[config.mk]
export PLATFORM = sky130hd
export DESIGN_NAME = mem_access_unit
export DESIGN_NICKNAME = d
export VERILOG_FILES = /design/src/rtl/mem_access_unit.sv
export SDC_FILE = /design/constraint.sdc
export NUM_CORES = 1
export LEC_CHECK = 0
export BUFFER_PORTS_ARGS = -buffer_cell sky130_fd_sc_hd__buf_4
export CAP_MARGIN = 20
export CORE_MARGIN = 5
export CORE_UTILIZATION = 53
export DETAILED_ROUTE_END_ITERATION = 10
export PLACE_DENSITY_LB_ADDON = 0.08
export SLEW_MARGIN = 20
export SYNTH_ARGS = -nofsm -noshare
export SYNTH_HDL_FRONTEND = slang
export SYNTH_SLANG_ARGS = --single-unit
[constraint.sdc]
create_clock -name CLK -period 8.8 [get_ports CLK]
set_input_delay 1.76 -clock CLK [delete_from_list [all_inputs] [get_ports CLK]]
set_output_delay 1.76 -clock CLK [all_outputs]
set_load 0.01 [all_outputs]
[src/rtl/mem_access_unit.sv]
`default_nettype none
// ============================================================================
//  Module      : mem_access_unit
//  Description : MEM-stage data-memory access unit for an RV32IM pipeline.
//                Converts decoded load/store controls into a single word-wide
//                request/acknowledge transaction with byte-lane enables and
//                load sign/zero extension, stalling the pipeline meanwhile.
//                Optional macro MEM_ACCESS_TIMEOUT_EN adds an ACCESS timeout
//                of TIMEOUT_CYCLES cycles.
//  Revision    : 1.0 - initial release
// ============================================================================
module mem_access_unit #(
  parameter int TIMEOUT_CYCLES = 255
) (
  input  logic        CLK,
  input  logic        RESET,
  input  logic [3:0]  MEM_READ,
  input  logic [2:0]  MEM_WRITE,
  input  logic [31:0] ADDRESS,
  input  logic [31:0] WRITE_DATA,
  output logic [31:0] READ_DATA,
  output logic        BUSY_WAIT,
  output logic        ACCESS_FAULT,
  output logic        MEM_REQ,
  output logic        MEM_WE,
  output logic [29:0] MEM_ADDR,
  output logic [31:0] MEM_WDATA,
  output logic [3:0]  MEM_BE,
  input  logic [31:0] MEM_RDATA,
  input  logic        MEM_ACK
);

  typedef enum logic [1:0] {
    ST_IDLE   = 2'd0,
    ST_ACCESS = 2'd1,
    ST_DONE   = 2'd2
  } state_t;

  state_t r_state;
  state_t w_next_state;

  // Request decode
  logic        w_is_load;
  logic        w_is_store;
  logic [2:0]  w_ld_f3;
  logic [1:0]  w_st_f3;
  logic        w_illegal;
  logic        w_half;
  logic        w_word;
  logic        w_misaligned;
  logic        w_fault_req;
  logic        w_start;
  logic [3:0]  w_be;
  logic [31:0] w_wdata;

  // Latched transaction context
  logic [2:0]  r_ld_f3;
  logic [1:0]  r_off;

  // Load extraction
  logic [7:0]  w_byte;
  logic [15:0] w_halfword;
  logic [31:0] w_load_result;

  logic        w_timeout;
  logic        w_timeout_fault;

  // Range guard for the timeout parameter: the counter is 8 bits wide, so
  // values outside 1..255 are not meaningful. The block is intentionally
  // empty; it only ties the parameter into elaboration in every build.
  if (TIMEOUT_CYCLES < 1 || TIMEOUT_CYCLES > 255) begin : g_timeout_range_bad
  end

  assign w_is_load  = MEM_READ[3];
  assign w_is_store = MEM_WRITE[2];
  assign w_ld_f3    = MEM_READ[2:0];
  assign w_st_f3    = MEM_WRITE[1:0];

  // Illegal: both valids, reserved load funct3 (011/110/111), store funct3 11
  assign w_illegal = (w_is_load & w_is_store)
                   | (w_is_load & ((w_ld_f3 == 3'b011) | (w_ld_f3[2:1] == 2'b11)))
                   | (w_is_store & (w_st_f3 == 2'b11));

  assign w_half = (w_is_load & (w_ld_f3[1:0] == 2'b01)) | (w_is_store & (w_st_f3 == 2'b01));
  assign w_word = (w_is_load & (w_ld_f3 == 3'b010))     | (w_is_store & (w_st_f3 == 2'b10));

  assign w_misaligned = (w_half & ADDRESS[0]) | (w_word & (|ADDRESS[1:0]));
  assign w_fault_req  = (w_is_load | w_is_store) & (w_illegal | w_misaligned);
  assign w_start      = (w_is_load ^ w_is_store) & ~w_illegal & ~w_misaligned;

  // Store lane replication and byte enables; loads always read the full word
  always_comb begin
    w_be    = 4'b1111;
    w_wdata = 32'h0;
    if (w_is_store) begin
      case (w_st_f3)
        2'b00: begin
          w_wdata = {4{WRITE_DATA[7:0]}};
          w_be    = 4'b0001 << ADDRESS[1:0];
        end
        2'b01: begin
          w_wdata = {2{WRITE_DATA[15:0]}};
          w_be    = ADDRESS[1] ? 4'b1100 : 4'b0011;
        end
        default: begin
          w_wdata = WRITE_DATA;
          w_be    = 4'b1111;
        end
      endcase
    end
  end

  // Select and extend the addressed byte/halfword of the returned word
  always_comb begin
    w_byte     = MEM_RDATA[{r_off, 3'b000} +: 8];
    w_halfword = MEM_RDATA[{r_off[1], 4'b0000} +: 16];
    case (r_ld_f3)
      3'b000:  w_load_result = {{24{w_byte[7]}}, w_byte};
      3'b001:  w_load_result = {{16{w_halfword[15]}}, w_halfword};
      3'b100:  w_load_result = {24'h0, w_byte};
      3'b101:  w_load_result = {16'h0, w_halfword};
      default: w_load_result = MEM_RDATA;
    endcase
  end

`ifdef MEM_ACCESS_TIMEOUT_EN
  localparam logic [7:0] c_TIMEOUT_LAST = 8'(TIMEOUT_CYCLES - 1);

  logic [7:0] r_cnt;
  logic       r_timeout_fault;

  // An acknowledge in the same cycle takes priority over the timeout
  assign w_timeout       = (r_state == ST_ACCESS) && !MEM_ACK && (r_cnt == c_TIMEOUT_LAST);
  assign w_timeout_fault = r_timeout_fault;

  // ACCESS cycle counter (zero outside ACCESS) and one-shot timeout flag for DONE
  always_ff @(posedge CLK or posedge RESET) begin
    if (RESET) begin
      r_cnt           <= 8'h0;
      r_timeout_fault <= 1'b0;
    end else begin
      r_cnt           <= (r_state == ST_ACCESS) ? r_cnt + 8'h1 : 8'h0;
      r_timeout_fault <= w_timeout;
    end
  end
`else
  assign w_timeout       = 1'b0;
  assign w_timeout_fault = 1'b0;
`endif

  // State register
  always_ff @(posedge CLK or posedge RESET) begin
    if (RESET) r_state <= ST_IDLE;
    else       r_state <= w_next_state;
  end

  // Next-state logic plus the two combinational handshake outputs
  always_comb begin
    w_next_state = r_state;
    BUSY_WAIT    = 1'b0;
    ACCESS_FAULT = 1'b0;
    case (r_state)
      ST_IDLE: begin
        BUSY_WAIT    = w_start;
        ACCESS_FAULT = w_fault_req;
        if (w_start) w_next_state = ST_ACCESS;
      end
      ST_ACCESS: begin
        BUSY_WAIT = 1'b1;
        if (MEM_ACK || w_timeout) w_next_state = ST_DONE;
      end
      ST_DONE: begin
        ACCESS_FAULT = w_timeout_fault;
        w_next_state = ST_IDLE;
      end
      default: w_next_state = ST_IDLE;
    endcase
    if (RESET) begin
      BUSY_WAIT    = 1'b0;
      ACCESS_FAULT = 1'b0;
    end
  end

  // Memory-port registers and load result capture
  always_ff @(posedge CLK or posedge RESET) begin
    if (RESET) begin
      READ_DATA <= 32'h0;
      MEM_REQ   <= 1'b0;
      MEM_WE    <= 1'b0;
      MEM_ADDR  <= 30'h0;
      MEM_WDATA <= 32'h0;
      MEM_BE    <= 4'h0;
      r_ld_f3   <= 3'b0;
      r_off     <= 2'b0;
    end else begin
      if (r_state == ST_IDLE && w_start) begin
        MEM_REQ   <= 1'b1;
        MEM_WE    <= w_is_store;
        MEM_ADDR  <= ADDRESS[31:2];
        MEM_BE    <= w_be;
        MEM_WDATA <= w_wdata;
        r_ld_f3   <= w_ld_f3;
        r_off     <= ADDRESS[1:0];
      end else if (r_state == ST_ACCESS) begin
        if (MEM_ACK) begin
          MEM_REQ <= 1'b0;
          if (!MEM_WE) READ_DATA <= w_load_result;
        end else if (w_timeout) begin
          MEM_REQ <= 1'b0;
          if (!MEM_WE) READ_DATA <= 32'h0;
        end
      end
    end
  end

endmodule
`default_nettype wire

; ---- Word level (Yosys, flattened, before mapping)
; Cells that the tools add are included.
[classes]
mux = 16
eq_ne = 13
shift = 3
n_reduce_logical = 10
n_bitwise = 25
[ops]
columns = operator, n
row1 = 32-bit one-hot mux with 4 select lines, 1
row2 = 32-bit one-hot mux with 2 select lines, 1
row3 = 32-bit 2-to-1 mux, 1
row4 = 32-bit by 6-bit indexed part select with 16-bit output, 1
row5 = 32-bit by 6-bit indexed part select with 8-bit output, 1
row6 = 1-bit AND, 12
row7 = 4-bit 2-to-1 mux, 2
row8 = 1-bit bitwise OR, 8
row9 = 4-bit one-hot mux with 2 select lines, 1
row10 = "2-bit by 1-bit == test with 1-bit output, second input constant", 3
row11 = "2-bit == test, second input constant", 3
row12 = "3-bit by 2-bit == test with 1-bit output, second input constant", 2
row13 = "3-bit == test, second input constant", 2
row14 = 1-bit 2-to-1 mux, 6
row15 = 2-bit logical NOT, 2
row16 = 2-bit 2-to-1 mux, 2
row17 = "2-bit inequality test, second input constant", 2
row18 = 1-bit NOT, 4
row19 = 2-bit one-hot mux with 2 select lines, 1
row20 = 2-bit AND reduction, 2
row21 = 4-bit AND reduction, 1
row22 = 2-bit nonzero test, 2
row23 = "1-bit by 2-bit left shift with 4-bit output, first input constant", 1
row24 = "3-bit by 1-bit == test with 1-bit output, second input constant", 1
row25 = other kinds (5), 5
[totals]
output_inout_bits = 102
register_bits = 107
wordCells = 76

; ---- Logic depth before layout (Yosys ltp)
; Gate-level depths: netlist of the first run.
[logic_depth]
depth_word = 11
ltp_mapped = 10

; ---- Worst setup path after synthesis of the first run
; Ideal clock, no wire load.
[synth_path]
path_kind = input -> output
startpoint = input port MEM_WRITE[2]
endpoint = output port BUSY_WAIT
cell_stages = 7
path_buffers = 2
required_time_ps = 7040
slack_ps = 4053
arrival_time_ps = 2987
cell_sequence = buf_2 > clkinv_1 > clkbuf_1 > ha_1 > nand2b_1 > nor3_1 > o21a_1
[synth_via]
elab_chain_len = 8
[synth_lines]
columns = item, line
row1 = from (decl), 18  ; input logic [2:0] MEM_WRITE,
row2 = 1-bit AND (on tied branches), "80, 84, 85"
row3 = 1-bit bitwise OR (on tied branches), "81, 84, 85"
row4 = 1-bit bitwise OR / 1-bit AND (equally long branches), "82, 87"
row5 = 1-bit NOT / 1-bit bitwise OR (equally long branches), "89, 87"
row6 = 1-bit AND / 1-bit NOT (equally long branches), 89  ; assign w_start = (w_is_load ^ w_is_store) & ~w_illegal & ~w_misaligned;
row7 = 1-bit AND *, 89
row8 = 1-bit one-hot mux with 2 select lines *, 162  ; case (r_state)
row9 = 1-bit 2-to-1 mux *, 178  ; if (RESET) begin
row10 = to (decl), 22  ; output logic BUSY_WAIT,
; Mark *: on every way between the ends. The rest lies on a longest branch, timed or not.

; ---- Worst setup path in the final report of the first run
; Same ends and word-level chain as after synthesis.

==> flow_metrics.tcl, run 1 <==
set metrics [dict create \
    max_slew_margin_pct 43.4 \
    hold_start "MEM_REQ$_DFFE_PP0P_" \
    yosysSeqAreaShare_pct 49.7 \
    drtIter0Drc 243 \
    grt_max_degree 71 \
    route.detailed.drc 0 \
    ys.flop_type "dfrtp_1" \
    stdcell_count 830 \
    antenna_cells 0 \
    swShare_pct 35.5 \
    die_x_um 111 \
    synth_area_leader_cell "dfrtp_1" \
    finalHoldWorstSlack_ns 0.491 \
    synth_nets 612 \
    crit_type "in -> out" \
    post-place-cells 814 \
    finalSetupViolations 0 \
    antenna_found_initial 0 \
    h-tree-depth 3 \
    cts_buffers 9 \
    post-cts-setup-buffers 0 \
    reg2reg_slack_ns 6.37 \
    track_usage_pct 22.9 \
    max_freq_mhz 194 \
    core_area_mm2 0.00986 \
    combPwrFrac_pct 44.5 \
    end_kind "primary output" \
    cts_tree "built" \
    fin_skew_ns 0.0147 \
    hold_buffers 0 \
    cts_resized 0 \
    power_frac_seq_pct 41.4 \
    cp_data_required_time_ns 7.04 \
    grt_pass1_vias 4511 \
    seqCellArea_mm2 0.00268 \
    syn_avg_cell_area_um2 10.7 \
    dieArea_mm2 0.0123 \
    io-pin-count 208 \
    rows 36 \
    reg2reg_to "MEM_ADDR[29]$_DFFE_PP0P_" \
    hold_path_depth 2 \
    reg2reg_depth 4 \
    fin_tns_setup_ns 0 \
    synth.distinct_cells 39 \
    fillers 760 \
    multi_input_area_mm2 0.00246 \
    nNetsFinal 800 \
    synth-seq-cells 107 \
    async_flop_share_pct 100 \
    netlist_instances 504 \
    die_y_um 111 \
    r2r-start "r_state[1]$_DFFE_PP0P_" \
    crit_path_max_fanout 19 \
    clock_path_buffers 2 \
    post-dp-hpwl_mm 10.6 \
    finalHoldViolCount 0 \
    maxSlewViolCount 0 \
    drv_cap 0 \
    p_switching_w 0.000724 \
    cts-root-buf "clkbuf_8" \
    port_buffers 207 \
    synth_common_cells "107 x dfrtp_1, 67 x nand2_1, 43 x mux2i_1, 41 x mux2_4, 33 x nand3_1" \
    wl_mm 14.2 \
    worstMarginPinSlew_ns 0.849 \
    wl_per_cell_um 17.1 \
    pwr-share-clk_pct 14.1 \
    grt_remaining_overflow 0 \
    p_leak_nw 3.77 \
    synth_edf_count 0 \
    drt_pass1_iterations 5 \
    path_clk_slew_ns 0.10 \
    peakVddDrop_uv 130 \
    areaGrowthSynthToFinish_pct 32.9 \
    grt_pass1_wl_mm 23.0 \
    synth.top_cell.area_share_pct 49.7 \
    p_per_area_mw_per_mm2 285 \
    period_share_pct 58.5 \
    initial_utilization_pct 54.6 \
    ant_nets 0 \
    drive_above_1_share_pct 42.3 \
    via_per_inst 5.28 \
    hp-class "reg -> reg" \
    period_needed_ns 5.15 \
    gp_congestion 0.879 \
    cellInternalPower_w 0.00132 \
    yosys_warnings 0 \
    clock_latency_ns 0.37 \
    cts_sinks 107 \
    outcome "finished clean" \
    cp-start-kind "primary input" \
    syn_area_mm2 0.00539 \
    ys_top_cells_by_area "dfrtp_1 50%, mux2_4 11%, mux2i_1 8.0%, nand2_1 4.7%, nand3_1 3.1%" \
    holdPathEnd "MEM_REQ$_DFFE_PP0P_" \
    route.vias.total 4382 \
    grt_setup_unrepaired "false" \
    arrival_ns 3.39 \
    synth.most_common_cell "dfrtp_1" \
]
-- critical path, stage by stage --
cell and delay, ns:
buf_4 0.21, clkinv_1 0.48, ha_1 0.47, nand2b_1 0.09, nor3_1 0.05, o21a_1 0.18
buf_4 0.14
-- flip-flops by register name, indices dropped and copies added, names as in the netlist --
name,count
MEM_WE,1
MEM_REQ,1
r_state,2
MEM_WDATA,32
READ_DATA,32
r_off,2
MEM_BE,4
MEM_ADDR,30
r_ld_f3,3
-- layout by cell type, fill, tap and decap left out, types with 4 or more instances in the layout --
cell type and n:
dfrtp_1 107, buf_4 211, clkbuf_8 10, a22oi_1 4, nand2b_1 5, nand3_1 33, o31ai_1 7, mux2_4 41
a21oi_1 31, mux2_2 14, nand2_1 67, nor3_1 4, or2_2 8, inv_1 21, or3_1 7, mux2i_1 43
a22o_1 4, o21ai_0 22, nor2_1 25, nor2b_1 5
-- per-stage QoR --
| stage | worst slack (ns) | power (W) | instance area (um2) | utilization, % |
|---|---|---|---|---|
| after CTS | 3.66 | 0.00206 | 7160 | 72.6 |
| final | 3.65 | 0.00204 | 7160 | 72.6 |
| after floorplan | 4.05 | 0.00132 | 5390 | - |
| after detailed placement | 3.67 | 0.00177 | 6970 | 70.7 |
| after global routing | 3.53 | 0.00217 | 7160 | 72.6 |
| after global placement | 3.70 | 0.00174 | 6970 | 70.7 |
-- power groups by stage --
stage	Sequential [W]	Combinational (W)	Clock, W
2_1_floorplan	0.000898	0.000421	0
3_3_place_gp	0.000845	0.000899	0
3_5_place_dp	0.000851	0.000921	0
4_1_cts	0.000844	0.000920	0.000293
5_1_grt	0.000872	0.000984	0.000313
6_report	0.000845	0.000907	0.000287
-- final cells by class --
class                      instances  area share, %
clock buffer                      11           1.97
clock inverter                     5          0.664
inverter                          23           1.24
multi-input combinational        340           34.3
sequential                       107           37.4
tap                              133           2.32
timing repair buffer             211           22.1
-- kinds of logic (layout without fill, tap and decap cells) --
logic type	Yosys count	count (layout)	synth area share, %
AND/OR/NAND/NOR	162	162	14.0
flip-flops	107	107	49.7
multiplexers	98	98	22.3
AO/OA/AOI/OAI	78	78	8.47
buffers and inverters	57	250	5.08
adder cells (fa/ha/maj)	2	2	0.464
-- how the worst max path moves through the flow --
stage	from	end	slack, ns	cells past startpoint
finish	MEM_WRITE[2]	BUSY_WAIT	3.65	7
global route	MEM_WRITE[2]	BUSY_WAIT	3.53	7
CTS	MEM_WRITE[2]	BUSY_WAIT	3.66	7
detailed placement	MEM_WRITE[2]	BUSY_WAIT	3.67	7
global placement	MEM_WRITE[2]	BUSY_WAIT	3.70	7
floorplan	MEM_WRITE[2]	BUSY_WAIT	4.05	7
-- layer usage --
metal / vias to the layer above / part of all wire (%) / GRT usage (%)
met2: 172 / 49 / 38.2
met5: - / 0 / 0
met3: 5 / 7.6 / 5.51
met4: 0 / 0.43 / 4.68
met1: 2099 / 43 / 30.7
li1: 2106 / - / -
Note: power is estimated with default switching activity, not from simulation.
==> run 2, diff against run 1 <==
--- a/config.mk
+++ b/config.mk
@@ -8,7 +8,7 @@
 export BUFFER_PORTS_ARGS = -buffer_cell sky130_fd_sc_hd__buf_4
 export CAP_MARGIN = 20
 export CORE_MARGIN = 5
-export CORE_UTILIZATION = 53
+export CORE_UTILIZATION = 49
 export DETAILED_ROUTE_END_ITERATION = 10
 export PLACE_DENSITY_LB_ADDON = 0.08
 export SLEW_MARGIN = 20
==> constraint.sdc (replaced) <==
create_clock -name CLK -period 5.03 [get_ports CLK]
set_input_delay 1.006 -clock CLK [delete_from_list [all_inputs] [get_ports CLK]]
set_output_delay 1.006 -clock CLK [all_outputs]
set_load 0.01 [all_outputs]
==> run 2 against run 1 <==
  * Cell count grew 0.84%
  * Sequential share of layout area fell by 0.14 points
  * Setup slack worse by 2.3 ns
  * Clock skew decreased by 0.0069 ns
  * Via count up 0.25%
  * Hold slack hardly changed
  * Utilization down 6.0 points
  * Register-to-register slack worse by 3.7 ns
  * Global-route usage fell by 0.92 points
  * Highest routed layer unchanged
==> flow_metrics.tcl, run 2 (same netlist as run 1, synthesis figures left out) <==
set metrics [dict create \
    outcome "finished clean" \
    cts_resized 0 \
    peakVddDrop_uv 255 \
    drtIter0Drc 366 \
    period_needed_ns 3.65 \
    reg2reg_depth 4 \
    clock_path_buffers 2 \
    hold_start "READ_DATA[2]$_DFFE_PP0P_" \
    slowest_delay_ns 0.49 \
    r2r-start "r_off[1]$_DFFE_PP0P_" \
    nNetsFinal 800 \
    cp_common_cell "buf_4" \
    port_buffers 207 \
    crit_path_start "MEM_WRITE[2]" \
    drive_above_1_share_pct 42.5 \
    max_slew_margin_pct 45.8 \
    worstMarginPinSlew_ns 0.812 \
    period_share_pct 72.6 \
    antenna_found_initial 0 \
    via_per_inst 5.25 \
    route.detailed.drc 0 \
    cp_data_required_time_ns 4.02 \
    cp-start-kind "primary input" \
    die_x_um 115 \
    ant_nets 0 \
    cts-root-buf "clkbuf_8" \
    holdPathEnd "READ_DATA[2]$_DFFE_PP0P_" \
    fin_skew_ns 0.00778 \
    grt_remaining_overflow 0 \
    rows 38 \
    gp_congestion 0.834 \
    antenna_cells 0 \
    end_kind "primary output" \
    reg2reg_slack_ns 2.71 \
    grt_pass1_vias 4486 \
    track_usage_pct 22.0 \
    grt_max_degree 82 \
    cp_cell_sequence "buf_4 -> clkinv_1 -> ha_1 -> nand2b_1 -> nor3_1 -> o21a_1 -> buf_4" \
    max_freq_mhz 274 \
    finalHoldViolCount 0 \
    initial_utilization_pct 49.9 \
    setup_slack_ns 1.38 \
    layout_common_cells "210 x buf_4, 107 x dfrtp_1, 67 x nand2_1" \
    wl_per_cell_um 17.3 \
    finalHoldWorstSlack_ns 0.491 \
    areaGrowthSynthToFinish_pct 33.4 \
    fin_tns_setup_ns 0 \
    drt_pass1_iterations 4 \
    arrival_ns 2.64 \
    core_area_mm2 0.0108 \
    layout_commonest_cell "buf_4" \
    grt_setup_unrepaired "false" \
    grt_pass1_wl_mm 22.9 \
    clock_latency_ns 0.38 \
    place_ws_ns 1.12 \
    cts_tree "built" \
    drv_cap 0 \
    p_per_area_mw_per_mm2 500 \
    cts_sinks 107 \
    crit_path_max_fanout 19 \
    slowest_stage "ha_1" \
    p_leak_nw 3.77 \
    die_y_um 115 \
    post-dp-hpwl_mm 10.7 \
    crit_type "in -> out" \
    reg.largest.list "MEM_WDATA: 32 flops, READ_DATA: 32 flops, MEM_ADDR: 30 flops" \
    hold_path_depth 2 \
    route.vias.total 4393 \
    finalSetupViolations 0 \
    path_clk_slew_ns 0.10 \
    hold_buffers 0 \
    reg2reg_to "READ_DATA[0]$_DFFE_PP0P_" \
    maxSlewViolCount 0 \
    hp-class "reg -> reg" \
    post-cts-setup-buffers 0 \
    cts_buffers 9 \
    h-tree-depth 3 \
    io-pin-count 208 \
    wl_mm 14.5 \
    dieArea_mm2 0.0132 \
]
run 2: where the power goes:
group / internal (W) / total, W / switching, W
registers: 0.00121 / 0.00148 / 0.000270
logic: 0.000890 / 0.00158 / 0.000691
clock network: 0.000196 / 0.000532 / 0.000336
total: 0.00230 / 0.00359 / 0.00130
run 2: per-stage QoR:
stage / util (%) / std cells / instance area, um2 / power, W
CTS: 66.6 / 837 / 7190 / 0.00363
detailed placement: 64.8 / 821 / 6990 / 0.00309
finish: 66.6 / 837 / 7190 / 0.00359
global route: 66.6 / 837 / 7190 / 0.00382
global placement: 64.8 / 821 / 6990 / 0.00305
floorplan: - / 504 / 5390 / 0.00231
run 2: per-layer routing:
| metal | share of wire (%) | global-route usage (%) |
|---|---|---|
| met5 | 0 | 0 |
| met3 | 7.4 | 4.68 |
| met2 | 50 | 36.5 |
| met4 | 2.3 | 8.22 |
| met1 | 40 | 28.4 |
run 2: final cells by class:
type	count	area (um2)
timing repair buffer	211	1600
clock buffer	9	124
tap	140	175
sequential	107	2680
fill	912	3600
inverter	23	91.3
clock inverter	7	67.6
multi-input combinational	340	2460
run 2: worst max-delay path by stage:
stage / to / slack, ns
after global placement: MEM_ADDR[29]$_DFFE_PP0P_ / 1.18
after detailed placement: MEM_ADDR[29]$_DFFE_PP0P_ / 1.12
after global routing: BUSY_WAIT / 1.24
final: BUSY_WAIT / 1.38
after CTS: BUSY_WAIT / 1.40
after floorplan: MEM_ADDR[0]$_DFFE_PP0P_ / 1.21
run 2: critical path: cells and delay by family:
family                   cells  cell delay [ns]
adder cells (fa/ha/maj)      1             0.49
AND/OR/NAND/NOR              2             0.21
buffers and inverters        3             0.78
AO/OA/AOI/OAI                1             0.15
==> run 3, diff against run 2 <==
--- a/config.mk
+++ b/config.mk
@@ -5,10 +5,11 @@
 export SDC_FILE = /design/constraint.sdc
 export NUM_CORES = 1
 export LEC_CHECK = 0
+export ABC_AREA = 1
 export BUFFER_PORTS_ARGS = -buffer_cell sky130_fd_sc_hd__buf_4
 export CAP_MARGIN = 20
 export CORE_MARGIN = 5
-export CORE_UTILIZATION = 49
+export CORE_UTILIZATION = 45
 export DETAILED_ROUTE_END_ITERATION = 10
 export PLACE_DENSITY_LB_ADDON = 0.08
 export SLEW_MARGIN = 20
==> constraint.sdc (replaced) <==
create_clock -name CLK -period 3.2 [get_ports CLK]
set_input_delay 0.64 -clock CLK [delete_from_list [all_inputs] [get_ports CLK]]
set_output_delay 0.64 -clock CLK [all_outputs]
set_load 0.01 [all_outputs]
==> run 3 against run 2 <==
  * Cell area rose by 5.3%
  * Global-route usage rose by 2.5 points
  * Utilization fell by 6.1 points
  * Power rose by 60%
  * Non-clock buffer count rose by 6
  * Critical path type unchanged
  * Setup slack got worse by 0.70 ns
  * Register-to-register slack got worse by 1.7 ns
  * Sequential power rose by 50%
  * Count of clock-buffer cells in the layout did not move
  * Highest routed layer unchanged
  * Combinational power rose by 54%
  * Via count rose by 34%
  * Critical path depth fell by 1
==> flow_metrics.tcl, run 3 <==
set metrics [dict create \
    cts_sinks 107 \
    cts-root-buf "clkbuf_16" \
    fillers 1212 \
    synthMuxAreaShare_pct 0 \
    synth_top_family_by_area "simple AND/OR/NAND/NOR gates" \
    synth_xor_area_share_pct 0 \
    post-dp-hpwl_mm 13.0 \
    ys.flop_type "dfrtp_1" \
    yosysSeqAreaShare_pct 47.0 \
    drtIter0Drc 470 \
    synth_common_cells "311 x nand2_1, 107 x dfrtp_1, 73 x nand4_1, 51 x nor2_1, 43 x inv_1" \
    yosys_warnings 0 \
    synth_compound_area_share_pct 6.17 \
    worstMarginPinSlew_ns 0.843 \
    die_x_um 123 \
    syn_avg_cell_area_um2 7.33 \
    cp_data_required_time_ns 2.56 \
    synth_nets 886 \
    syn_area_mm2 0.00570 \
    multi_input_area_mm2 0.00256 \
    die_y_um 123 \
    crit_type "in -> out" \
    finalSetupViolations 0 \
    cts_resized 0 \
    cp_cell_sequence "buf_4 -> inv_2 -> ha_2 -> nand2_1 -> a21oi_1 -> buf_4" \
    peakVddDrop_uv 369 \
    via_per_inst 5.21 \
    rows 41 \
    p_leak_nw 4.22 \
    synth.top_cell.area_share_pct 47.0 \
    drv_cap 0 \
    dieArea_mm2 0.0150 \
    grt_pass1_vias 5928 \
    synth_area_leader_cell "dfrtp_1" \
    seqCellArea_mm2 0.00268 \
    route.detailed.drc 0 \
    synth.distinct_cells 27 \
    p_per_area_mw_per_mm2 758 \
    synthSimpleGateAreaFrac_pct 38.1 \
    cts_buffers 9 \
    hold_buffers 0 \
    max_slew_margin_pct 43.8 \
    wl_per_cell_um 15.9 \
    synthAdderAreaFrac_pct 0.439 \
    antenna_found_initial 0 \
    drt_pass1_iterations 5 \
    total_power_w 0.00574 \
    max_freq_mhz 397 \
    cp-start-kind "primary input" \
    clock_latency_ns 0.35 \
    arrival_ns 1.88 \
    core_area_mm2 0.0125 \
    netlist_instances 778 \
    grt_remaining_overflow 0 \
    finalHoldViolCount 0 \
    ant_nets 0 \
    drive_above_1_share_pct 26.5 \
    end_kind "primary output" \
    grt_max_degree 68 \
    layout_commonest_cell "nand2_1" \
    crit_path_max_fanout 25 \
    grt_pass1_wl_mm 29.2 \
    path_clk_slew_ns 0.07 \
    fin_skew_ns 0.00558 \
    nNetsFinal 1059 \
    grt_setup_unrepaired "false" \
    port_buffers 207 \
    wl_mm 17.9 \
    h-tree-depth 3 \
    async_flop_share_pct 100 \
    io-pin-count 208 \
    fin_tns_setup_ns 0 \
    clock_path_buffers 2 \
    period_needed_ns 2.52 \
    cts_tree "built" \
    synth.most_common_cell "nand2_1" \
    reg.largest.list "MEM_WDATA: 32 flops, READ_DATA: 32 flops, MEM_ADDR: 30 flops" \
    gp_congestion 0.978 \
    synth-seq-cells 107 \
    route.vias.total 5881 \
    hp-class "reg -> reg" \
    synth_edf_count 0 \
    track_usage_pct 24.5 \
    reg2reg_slack_ns 1.06 \
    ys_top_cells_by_area "dfrtp_1 47%, nand2_1 20%, nand4_1 8.0%, nor2_1 3.4%, nand3_1 3.1%" \
    slowest_delay_ns 0.43 \
    layout_common_cells "311 x nand2_1, 217 x buf_4, 107 x dfrtp_1" \
    areaGrowthSynthToFinish_pct 32.8 \
    slowest_stage "ha_2" \
    cp_common_cell "buf_4" \
    period_share_pct 78.8 \
    maxSlewViolCount 0 \
    initial_utilization_pct 45.5 \
    outcome "finished clean" \
    finalHoldWorstSlack_ns 0.476 \
    post-cts-setup-buffers 0 \
    antenna_cells 0 \
]
run 3: cell types whose count changed after synthesis, moves of 9 or more:
cell	change
nand4_1	+73
mux2_4	-41
inv_1	+21
nor2_1	+26
inv_2	+9
nand2_1	+244
mux2_2	-14
buf_2	+18
buf_4	+10
o21ai_1	+9
mux2i_1	-43
run 3: worst paths after layout:
| path | to | from | cells past startpoint |
|---|---|---|---|
| setup reg to reg | READ_DATA[28]$_DFFE_PP0P_ | r_off[1]$_DFFE_PP0P_ | 7 |
| hold / removal | MEM_ADDR[9]$_DFFE_PP0P_ | MEM_ADDR[9]$_DFFE_PP0P_ | 2 |
| hold reg to reg | MEM_ADDR[9]$_DFFE_PP0P_ | MEM_ADDR[9]$_DFFE_PP0P_ | 2 |
| min in group asynchronous | READ_DATA[4]$_DFFE_PP0P_ | RESET | 3 |
| max in group asynchronous | r_ld_f3[1]$_DFFE_PP0P_ | RESET | 4 |
| setup / recovery | BUSY_WAIT | MEM_WRITE[2] | 6 |
run 3: report_power, final:
part | internal (W) | leakage [nW] | switching [W] | total (W)
sequential | 0.00186 | 1.35 | 0.000364 | 0.00222
combinational | 0.00109 | 2.73 | 0.00134 | 0.00243
clock | 0.000542 | 0.139 | 0.000550 | 0.00109
total | 0.00349 | 4.22 | 0.00225 | 0.00574
run 3: logic make-up after synthesis:
| family | count (synthesis) |
|---|---|
| buffers and inverters | 107 |
| AOI/OAI and AO/OA | 66 |
| and+or+nand+nor | 496 |
| adders and majority gates | 2 |
| DFF | 107 |
run 3: metrics by stage:
stage               std cells  area (um2)  utilization (%)  setup slack [ns]
finish                   1128        7570             60.5             0.679
global placement         1112        7280             58.2             0.726
floorplan                 778        5700                -            0.0695
CTS                      1128        7570             60.5             0.697
global route             1128        7570             60.5             0.563
detailed placement       1112        7280             58.2             0.702
run 3: final cells by class:
| cell class | count | share of cell area, % |
|---|---|---|
| clock buffers | 9 | 2.97 |
| clock inverters | 7 | 0.843 |
| inverters | 52 | 2.63 |
| multi-input cells | 564 | 33.8 |
| flip-flops and latches | 107 | 35.4 |
| well taps | 172 | 2.84 |
| repair buffers | 217 | 21.5 |
run 3: critical path, delay by kind of cell:
| kind | cells | cell delay [ns] |
|---|---|---|
| buf+inv | 3 | 0.65 |
| fa+ha+maj | 1 | 0.43 |
| simple gates | 1 | 0.10 |
| compound gates | 1 | 0.06 |
run 3: per-layer routing:
layer / routed length [um] / up-vias / global-route usage (%)
met5: 0 / - / 0
met3: 1520 / 22 / 6.22
li1: - / 2856 / -
met2: 8680 / 227 / 40.5
met4: 316 / 0 / 8.54
met1: 7390 / 2776 / 31.4
